File: src/rtl/pipe_stage_elastic_if.sv
// Handshake bundle for pipe_stage_elastic: upstream and downstream
// valid/ready channels plus flush and status.
interface pipe_stage_elastic_if #(
    parameter int DATA_W = 128,
    parameter int CTRL_W = 8,
    parameter int CNT_W  = 16
);
    logic              in_valid_i;
    logic              in_ready_o;
    logic [DATA_W-1:0] in_data_i;
    logic [CTRL_W-1:0] in_ctrl_i;
    logic              out_valid_o;
    logic              out_ready_i;
    logic [DATA_W-1:0] out_data_o;
    logic [CTRL_W-1:0] out_ctrl_o;
    logic              flush_i;
    logic [1:0]        occupancy_o;
    logic [CNT_W-1:0]  stall_cnt_o;

    modport master (
        output in_valid_i,
        output in_data_i,
        output in_ctrl_i,
        output out_ready_i,
        output flush_i,
        input  in_ready_o,
        input  out_valid_o,
        input  out_data_o,
        input  out_ctrl_o,
        input  occupancy_o,
        input  stall_cnt_o
    );

    modport slave (
        input  in_valid_i,
        input  in_data_i,
        input  in_ctrl_i,
        input  out_ready_i,
        input  flush_i,
        output in_ready_o,
        output out_valid_o,
        output out_data_o,
        output out_ctrl_o,
        output occupancy_o,
        output stall_cnt_o
    );
endinterface

File: src/rtl/pipe_stage_elastic.sv
// Elastic inter-stage register: main + skid entry, flush, bubble masking.
// Optional stall counter enabled by defining PIPE_STAGE_STALL_CNT_EN.
module pipe_stage_elastic #(
    parameter int DATA_W = 128,
    parameter int CTRL_W = 8,
    parameter int CNT_W  = 16
) (
    input logic                clk_i,
    input logic                rst_i,
    pipe_stage_elastic_if.slave bus
);

    // Encoding doubles as occupancy; bit 1 is the skid-valid flag.
    localparam logic [1:0] EMPTY = 2'd0;
    localparam logic [1:0] HALF  = 2'd1;
    localparam logic [1:0] FULL  = 2'd2;

    logic [1:0]        state_q;
    logic [1:0]        state_d;
    logic              main_vld;
    logic              skid_vld;
    logic              in_rdy;
    logic              in_fire;
    logic              out_fire;
    logic              ld_main_in;
    logic              ld_main_skid;
    logic              ld_skid;
    logic [DATA_W-1:0] main_data_q;
    logic [CTRL_W-1:0] main_ctrl_q;
    logic [DATA_W-1:0] skid_data_q;
    logic [CTRL_W-1:0] skid_ctrl_q;

    assign main_vld = (state_q != EMPTY);
    assign skid_vld = state_q[1];
    assign in_rdy   = ~skid_vld & rst_i;
    assign in_fire  = bus.in_valid_i & in_rdy;
    assign out_fire = main_vld & bus.out_ready_i;

    // Next state and register load selects; flush overrides handshakes.
    always_comb begin
        state_d      = state_q;
        ld_main_in   = 1'b0;
        ld_main_skid = 1'b0;
        ld_skid      = 1'b0;
        case (state_q)
            EMPTY: begin
                if (in_fire) begin
                    state_d    = HALF;
                    ld_main_in = 1'b1;
                end
            end
            HALF: begin
                if (in_fire && out_fire) begin
                    ld_main_in = 1'b1;
                end else if (in_fire) begin
                    state_d = FULL;
                    ld_skid = 1'b1;
                end else if (out_fire) begin
                    state_d = EMPTY;
                end
            end
            FULL: begin
                if (out_fire) begin
                    state_d      = HALF;
                    ld_main_skid = 1'b1;
                end
            end
            default: state_d = EMPTY;
        endcase
        if (bus.flush_i) begin
            state_d      = EMPTY;
            ld_main_in   = 1'b0;
            ld_main_skid = 1'b0;
            ld_skid      = 1'b0;
        end
    end

    // Occupancy state register.
    always_ff @(posedge clk_i) begin
        if (!rst_i) begin
            state_q <= EMPTY;
        end else begin
            state_q <= state_d;
        end
    end

    // Main entry: loads from input or promotes the skid entry.
    always_ff @(posedge clk_i) begin
        if (!rst_i) begin
            main_data_q <= '0;
            main_ctrl_q <= '0;
        end else if (ld_main_in) begin
            main_data_q <= bus.in_data_i;
            main_ctrl_q <= bus.in_ctrl_i;
        end else if (ld_main_skid) begin
            main_data_q <= skid_data_q;
            main_ctrl_q <= skid_ctrl_q;
        end
    end

    // Skid entry: catches the beat accepted while downstream stalls.
    always_ff @(posedge clk_i) begin
        if (!rst_i) begin
            skid_data_q <= '0;
            skid_ctrl_q <= '0;
        end else if (ld_skid) begin
            skid_data_q <= bus.in_data_i;
            skid_ctrl_q <= bus.in_ctrl_i;
        end
    end

    assign bus.in_ready_o  = in_rdy;
    assign bus.out_valid_o = main_vld;
    assign bus.out_data_o  = main_data_q;
    assign bus.out_ctrl_o  = main_vld ? main_ctrl_q : '0;
    assign bus.occupancy_o = state_q;

`ifdef PIPE_STAGE_STALL_CNT_EN
    logic [CNT_W-1:0] stall_q;

    // Saturating count of cycles the output is held by backpressure.
    always_ff @(posedge clk_i) begin
        if (!rst_i) begin
            stall_q <= '0;
        end else if (main_vld && !bus.out_ready_i && (stall_q != '1)) begin
            stall_q <= stall_q + 1'b1;
        end
    end

    assign bus.stall_cnt_o = stall_q;
`else
    assign bus.stall_cnt_o = '0;
`endif

endmodule

File: src/flat_wrapper.sv
// flat-port wrapper written by rule: the top's interface ports become plain ports
module pipe_stage_elastic_flat 
#(
    parameter int DATA_W = 128,
    parameter int CTRL_W = 8,
    parameter int CNT_W  = 16
)
  (clk_i, rst_i, bus_in_valid_i, bus_in_data_i, bus_in_ctrl_i, bus_out_ready_i, bus_flush_i, bus_in_ready_o, bus_out_valid_o, bus_out_data_o, bus_out_ctrl_o, bus_occupancy_o, bus_stall_cnt_o);
  pipe_stage_elastic_if #(.DATA_W(DATA_W), .CTRL_W(CTRL_W), .CNT_W(CNT_W)) bus_i ();
  input logic clk_i;
  input logic rst_i;
  input wire logic [$bits(bus_i.in_valid_i)-1:0] bus_in_valid_i;
  input wire logic [$bits(bus_i.in_data_i)-1:0] bus_in_data_i;
  input wire logic [$bits(bus_i.in_ctrl_i)-1:0] bus_in_ctrl_i;
  input wire logic [$bits(bus_i.out_ready_i)-1:0] bus_out_ready_i;
  input wire logic [$bits(bus_i.flush_i)-1:0] bus_flush_i;
  output wire logic [$bits(bus_i.in_ready_o)-1:0] bus_in_ready_o;
  output wire logic [$bits(bus_i.out_valid_o)-1:0] bus_out_valid_o;
  output wire logic [$bits(bus_i.out_data_o)-1:0] bus_out_data_o;
  output wire logic [$bits(bus_i.out_ctrl_o)-1:0] bus_out_ctrl_o;
  output wire logic [$bits(bus_i.occupancy_o)-1:0] bus_occupancy_o;
  output wire logic [$bits(bus_i.stall_cnt_o)-1:0] bus_stall_cnt_o;
  assign bus_i.in_valid_i = bus_in_valid_i;
  assign bus_i.in_data_i = bus_in_data_i;
  assign bus_i.in_ctrl_i = bus_in_ctrl_i;
  assign bus_i.out_ready_i = bus_out_ready_i;
  assign bus_i.flush_i = bus_flush_i;
  assign bus_in_ready_o = bus_i.in_ready_o;
  assign bus_out_valid_o = bus_i.out_valid_o;
  assign bus_out_data_o = bus_i.out_data_o;
  assign bus_out_ctrl_o = bus_i.out_ctrl_o;
  assign bus_occupancy_o = bus_i.occupancy_o;
  assign bus_stall_cnt_o = bus_i.stall_cnt_o;
  pipe_stage_elastic #(.DATA_W(DATA_W), .CTRL_W(CTRL_W), .CNT_W(CNT_W)) u_core (.clk_i(clk_i), .rst_i(rst_i), .bus(bus_i));
endmodule
File: config.mk
export PLATFORM = sky130hd
export DESIGN_NAME = pipe_stage_elastic_flat
export DESIGN_NICKNAME = d
export VERILOG_FILES = /design/src/rtl/pipe_stage_elastic_if.sv /design/src/rtl/pipe_stage_elastic.sv /design/src/flat_wrapper.sv
export SDC_FILE = /design/constraint.sdc
export NUM_CORES = 1
export LEC_CHECK = 0
export ABC_AREA = 1
export BUFFER_PORTS_ARGS = -buffer_cell sky130_fd_sc_hd__buf_2
export CAP_MARGIN = 25
export CORE_ASPECT_RATIO = 0.75
export CORE_MARGIN = 2
export CORE_UTILIZATION = 36
export DETAILED_ROUTE_END_ITERATION = 10
export PLACE_DENSITY = 0.59
export SYNTH_ARGS = -nofsm -noshare
export SYNTH_HDL_FRONTEND = slang
export SYNTH_SLANG_ARGS = --single-unit
export TNS_END_PERCENT = 1
File: constraint.sdc
create_clock -name clk_i -period 1.9 [get_ports clk_i]
set_clock_uncertainty 0.15 [all_clocks]
set_input_delay 0.285 -clock clk_i [delete_from_list [all_inputs] [get_ports clk_i]]
set_output_delay 0.285 -clock clk_i [all_outputs]
set_load 0.02 [all_outputs]
==> results.sh, run 1 <==
export IMPL_rsz0062_at_grt="true"
export IMPL_syn_area_per_cell_sq_um=6.44
export IMPL_antenna_found_initial=2
export IMPL_fin_util_pct=49.4
export IMPL_ys_seq_area_share_pct=42.7
export IMPL_fin_ws_ns=0.0297
export IMPL_ios=297
export IMPL_hold_path_endpoint="u_core.bus.occupancy_o[0]"
export IMPL_ys_warn_count=0
export IMPL_routed_top_layer="met4"
export IMPL_dp_worst_setup_slack_ns=0.0656
export IMPL_power_total_mw=13.8
export IMPL_maxCapViolCount=0
export IMPL_synth_cell_area_sq_um=12800
export IMPL_port_buffers=280
export IMPL_die_h_microns=168
export IMPL_peakVddDrop_mv=0.499
export IMPL_grt_usage_pct=21.8
export IMPL_finalNonFillerCells=2803
export IMPL_critPathLaunchType="flop"
export IMPL_holdPathStages=5
export IMPL_cts_root_buf="clkbuf_16"
export IMPL_r2r_cells=8
export IMPL_hp_start="bus_in_valid_i"
export IMPL_gp_congestion=0.787
export IMPL_drive_gt1_share_pct=16.6
export IMPL_die_x_microns=222
export IMPL_max_clock_freq_mhz=535
export IMPL_syn_inst=1994
export IMPL_cts_buffers=30
export IMPL_tightest_slew_ns=0.527
export IMPL_ant_nets=0
export IMPL_drc=0
export IMPL_drtIter0Drc=837
export IMPL_final_common_cell="nand2_1"
export IMPL_clk_latency_ns=0.55
export IMPL_dpl_cell_count=2607
export IMPL_finalWirelength_mm=41.9
export IMPL_initial_core_util_pct=36.8
export IMPL_clkTransAtPathRegs_ns=0.06
export IMPL_critPathMaxFanout=5
export IMPL_worstPathArrival_ns=1.44
export IMPL_final_hold_viol_count=0
export IMPL_cts_tree="built"
export IMPL_globalRouteOverflowTotal=0
export IMPL_cts_max_path_buffers=3
export IMPL_period_share_pct=98.4
export IMPL_path_cells="nor2_4 -> buf_8 -> nor2_2 -> buf_6"
export IMPL_hpwl_mm=25.0
export IMPL_die_area_sq_um=37200
export IMPL_area_delta_synth_final_pct=34.2
export IMPL_routed_wl_met2_mm=18.9
export IMPL_via_count=13622
export IMPL_holdCritPathClass="input port to flop"
export IMPL_reg2reg_to="u_core.bus.out_data_o[112]"
export IMPL_reg2reg_slack_ns=0.10
export IMPL_wl_met1_mm=19.7
export IMPL_critPathRequiredTime_ns=1.46
export IMPL_htree_levels=1
export IMPL_yosys_area_top_type_share_pct=42.7
export IMPL_reg2reg_from="u_core.bus.occupancy_o[0]"
export IMPL_cts_sinks=274
export IMPL_synth_top_cell_by_area="dfxtp_1"
export IMPL_min_period_ns=1.87
export IMPL_std_cell_rows=59
export IMPL_max_stage_delay_ns=0.34
export IMPL_grt_pass1_wl_mm=67.4
export IMPL_core_area_sq_um=34900
export IMPL_grt_max_degree=104
export IMPL_ys_types=16
export IMPL_cp_slowest_cell="dfxtp_2"
export IMPL_synth_seq_cells=274
export IMPL_met3_length_mm=2.26
export IMPL_post_drt_wl_per_cell_microns=14.9
export IMPL_finalNetCount=2463
export IMPL_max_slew_margin_pct=64.8
export IMPL_endpoint_kind="primary output"
export IMPL_status="finished clean"
export IMPL_slew_viol_final=0
export IMPL_leakagePower_nw=8.23
export IMPL_grt_pass1_vias=12850
export IMPL_setup_viol=0
export IMPL_synth_area_leaders="dfxtp_1 43%, nand2_1 16%, nand3_1 16%"
export IMPL_whs_ns=0.0672
export IMPL_path_class="flop to primary output"
export IMPL_firstDrtPassIters=5
export IMPL_layout_common_cells="550 x nand2_1, 409 x nand3_1, 277 x nor2_1"
export IMPL_power_density_nw_per_um2=801
export IMPL_avgViaCountPerCell=4.86
-- cells by family after synthesis --
group / count (synthesis) / synth area share, %
other cells: 1 / 0.0292
simple gates: 1247 / 40.4
flops: 274 / 42.7
compound gates: 141 / 5.51
buf+inv: 331 / 11.3
-- area by class of cell --
| cell class | count | area (sq um) |
|---|---|---|
| Fill cell | 3565 | 17700 |
| Timing Repair Buffer | 461 | 3540 |
| Clock inverter | 7 | 85.1 |
| Sequential cell | 274 | 5490 |
| Tap cell | 457 | 572 |
| Antenna cell | 2 | 5.00 |
| Multi-Input combinational cell | 1404 | 6030 |
| Inverter | 151 | 574 |
| Clock buffer | 47 | 946 |
-- power breakdown --
group	leakage (nW)	switching, mW	internal (mW)
sequential	2.23	0.0955	5.91
clock	0.515	2.40	3.66
combinational	5.49	1.06	0.697
total	8.23	3.55	10.3
-- how the worst max path moves through the flow --
stage	from	end	slack, ns
after floorplan	u_core.bus.occupancy_o[1]	u_core.bus.out_data_o[54]	0.22
after global placement	bus_out_ready_i	u_core.bus.out_data_o[69]	0.07
after detailed placement	bus_out_ready_i	u_core.bus.out_data_o[69]	0.07
after CTS	u_core.bus.occupancy_o[0]	bus_out_ctrl_o[3]	-0.03
after global routing	u_core.bus.occupancy_o[1]	bus_out_ctrl_o[1]	-0.03
final	u_core.bus.occupancy_o[1]	bus_out_ctrl_o[3]	0.03
-- flip-flops by register name, indices dropped and copies added, names as in the netlist --
register and count:
u_core.skid_ctrl_q 8, u_core.skid_data_q 128, u_core.bus.occupancy_o 2, u_core.main_ctrl_q 8
u_core.bus.out_data_o 128
-- synthesized netlist by cell type --
| library cell | n |
|---|---|
| dfxtp_1 | 274 |
| clkbuf_1 | 75 |
| inv_1 | 150 |
| nor2_1 | 284 |
| nand3_1 | 410 |
| buf_2 | 64 |
| buf_4 | 20 |
| buf_6 | 8 |
| buf_1 | 13 |
| a21oi_1 | 138 |
| inv_2 | 1 |
| o211ai_1 | 1 |
| nor3_1 | 1 |
| nand2_1 | 552 |
| o21ai_0 | 2 |
| conb_1 | 1 |
-- layer usage --
metal / vias up / global-route usage [%]
li1: 6898 / -
met5: - / 0
met2: 371 / 35.3
met1: 6286 / 30.0
met4: 0 / 5.90
met3: 67 / 3.56
-- worst max-delay path: cells and delay by family (launching register included) --
family	cells	cell delay [ns]
buffers and inverters	2	0.29
DFF	1	0.34
and+or+nand+nor	2	0.23
-- repair_timing --
action,CTS,global route
endpoints found under the setup margin,9,62
pin swaps,1,1
gates resized for setup,26,4
endpoints found under the hold margin,272,0
cloned,1,0
setup buffers,1,0
hold buffers,138,0
-- metrics by stage --
| step | cell area [sq um] | setup TNS (ns) |
|---|---|---|
| 2_1_floorplan | 12900 | 0 |
| 3_3_place_gp | 14700 | 0 |
| 3_5_place_dp | 14700 | 0 |
| 4_1_cts | 17200 | -0.266 |
| 5_1_grt | 17200 | -0.276 |
| 6_report | 17200 | 0 |
No activity file was read; power rests on OpenSTA's default activity.
==> run 2: changes to the inputs <==
- CORE_ASPECT_RATIO: 0.75 -> 1.25
==> results.sh, run 2 (synthesis gave the netlist of run 1 again) <==
export IMPL_power_density_nw_per_um2=801
export IMPL_core_area_sq_um=35300
export IMPL_max_stage_delay_ns=0.53
export IMPL_path_cells="dlygate4sd3_1 -> buf_2 -> inv_1 -> nand2_1 -> nor3_2 -> buf_4 -> buf_12 -> nand2_1 -> nand2_1 -> nor2_1"
export IMPL_final_common_cell="nand2_1"
export IMPL_die_x_microns=173
export IMPL_power_frac_comb_pct=12.7
export IMPL_pwr_share_clk_pct=43.5
export IMPL_status="finished clean"
export IMPL_cts_buffers=29
export IMPL_grt_busiest_layer="met2"
export IMPL_leakagePower_nw=8.18
export IMPL_die_area_sq_um=37200
export IMPL_dpl_cell_count=2622
export IMPL_area_delta_synth_final_pct=33.4
export IMPL_grt_usage_pct=21.0
export IMPL_via_count=13635
export IMPL_p_int_mw=10.2
export IMPL_slew_viol_final=0
export IMPL_peakVddDrop_mv=0.573
export IMPL_antenna_found_initial=1
export IMPL_whs_ns=0.0818
export IMPL_p_sw_mw=3.51
export IMPL_dp_worst_setup_slack_ns=-0.0364
export IMPL_hpwl_mm=23.3
export IMPL_ant_nets=0
export IMPL_initial_core_util_pct=36.4
export IMPL_clk_latency_ns=0.55
export IMPL_min_period_ns=1.82
export IMPL_cts_sinks=274
export IMPL_setup_viol=0
export IMPL_finalNonFillerCells=2815
export IMPL_drive_gt1_share_pct=16.2
export IMPL_critPathMostFrequentCell="nand2_1"
export IMPL_max_slew_margin_pct=55.6
export IMPL_critPathMaxFanout=53
export IMPL_std_cell_rows=77
export IMPL_path_class="input port to flop"
export IMPL_clkTransAtPathRegs_ns=0.06
export IMPL_rsz0062_at_grt="true"
export IMPL_netSwitchingFraction_pct=25.6
export IMPL_ios=297
export IMPL_critPathLaunchType="input port"
export IMPL_worstPathArrival_ns=2.12
export IMPL_drtIter0Drc=843
export IMPL_maxCapViolCount=0
export IMPL_endpoint_kind="flop"
export IMPL_gp_congestion=0.798
export IMPL_grt_pass1_vias=12916
export IMPL_cts_root_buf="clkbuf_16"
export IMPL_cp_slowest_cell="dlygate4sd3_1"
export IMPL_grt_use_met3_pct=3.06
export IMPL_grt_max_degree=112
export IMPL_finalNetCount=2461
export IMPL_firstDrtPassIters=5
export IMPL_critPathRequiredTime_ns=2.20
export IMPL_port_buffers=280
export IMPL_cts_max_path_buffers=3
export IMPL_grt_pass1_wl_mm=65.7
export IMPL_max_clock_freq_mhz=548
export IMPL_avgViaCountPerCell=4.84
export IMPL_grtUsageMet1_pct=26.3
export IMPL_die_h_microns=215
export IMPL_post_drt_wl_per_cell_microns=14.3
export IMPL_finalWirelength_mm=40.3
export IMPL_htree_levels=1
export IMPL_power_frac_seq_pct=43.7
export IMPL_grtUsageMet2_pct=36.4
export IMPL_final_hold_viol_count=0
export IMPL_fin_ws_ns=0.0761
export IMPL_crit_buf_inv=5
export IMPL_holdCritPathClass="input port to flop"
export IMPL_globalRouteOverflowTotal=0
export IMPL_drc=0
export IMPL_layout_common_cells="550 x nand2_1, 409 x nand3_1, 281 x nor2_1"
export IMPL_cts_tree="built"
export IMPL_period_share_pct=96.0
export IMPL_crit_family="buffers and inverters"
export IMPL_tightest_slew_ns=0.665
==> run 2: final timing paths <==
| kind | slack, ns | to | cells after the start | startpoint |
|---|---|---|---|---|
| max | 0.08 | u_core.skid_data_q[70] | 10 | bus_out_ready_i |
| min | 0.08 | u_core.bus.occupancy_o[0] | 5 | bus_in_valid_i |
| max reg2reg | 0.16 | u_core.skid_data_q[70] | 8 | u_core.bus.occupancy_o[0] |
| min reg2reg | 0.33 | u_core.bus.out_data_o[86] | 2 | u_core.bus.out_data_o[86] |
==> run 2: timing repair <==
item,CTS,global route
endpoints found under the hold margin,269,0
pin swaps,1,0
gates cloned,0,1
gates resized for setup,7,2
setup endpoints to repair,10,169
setup buffers,2,0
hold buffers,138,0
==> run 2: final cells by class <==
| type | count | area (sq um) |
|---|---|---|
| fill | 3604 | 18100 |
| multi-input combinational | 1404 | 6020 |
| sequential | 274 | 5490 |
| timing repair buffer | 460 | 3470 |
| clock buffer | 43 | 848 |
| tap | 474 | 593 |
| inverter | 151 | 572 |
| clock inverter | 8 | 143 |
| antenna | 1 | 2.50 |
==> run 2: routing by layer <==
| layer | part of all wire [%] | vias up |
|---|---|---|
| met2 | 47 | 414 |
| met4 | 3.1 | 0 |
| li1 | - | 6897 |
| met1 | 44 | 6246 |
| met3 | 5.3 | 78 |
| met5 | 0 | - |
==> run 2: worst register-to-register path, stage by stage (launching register included) <==
cell and delay (ns):
dfxtp_4 0.35, buf_4 0.16, nand2_1 0.07, nor3_2 0.19, buf_4 0.23, buf_12 0.26, nand2_1 0.11, nand2_1 0.06
nor2_1 0.05
==> run 2: power groups by stage <==
stage                     clock, mW  combinational (mW)  sequential (mW)
after floorplan                   0               0.767             6.29
after global placement            0                1.49             6.13
after detailed placement          0                1.50             6.13
after CTS                      6.12                1.73             6.00
after global routing           6.35                1.92             6.02
final                          5.97                1.75             6.00
==> run 2: metrics by stage <==
step	total power, mW	TNS, ns	area [sq um]	util [%]
after detailed placement	7.64	-0.0546	14700	41.6
final	13.7	0	17100	48.6
after floorplan	7.05	0	12900	-
after global placement	7.62	-0.120	14700	41.6
after CTS	13.9	0	17100	48.5
after global routing	14.3	-1.21	17100	48.6
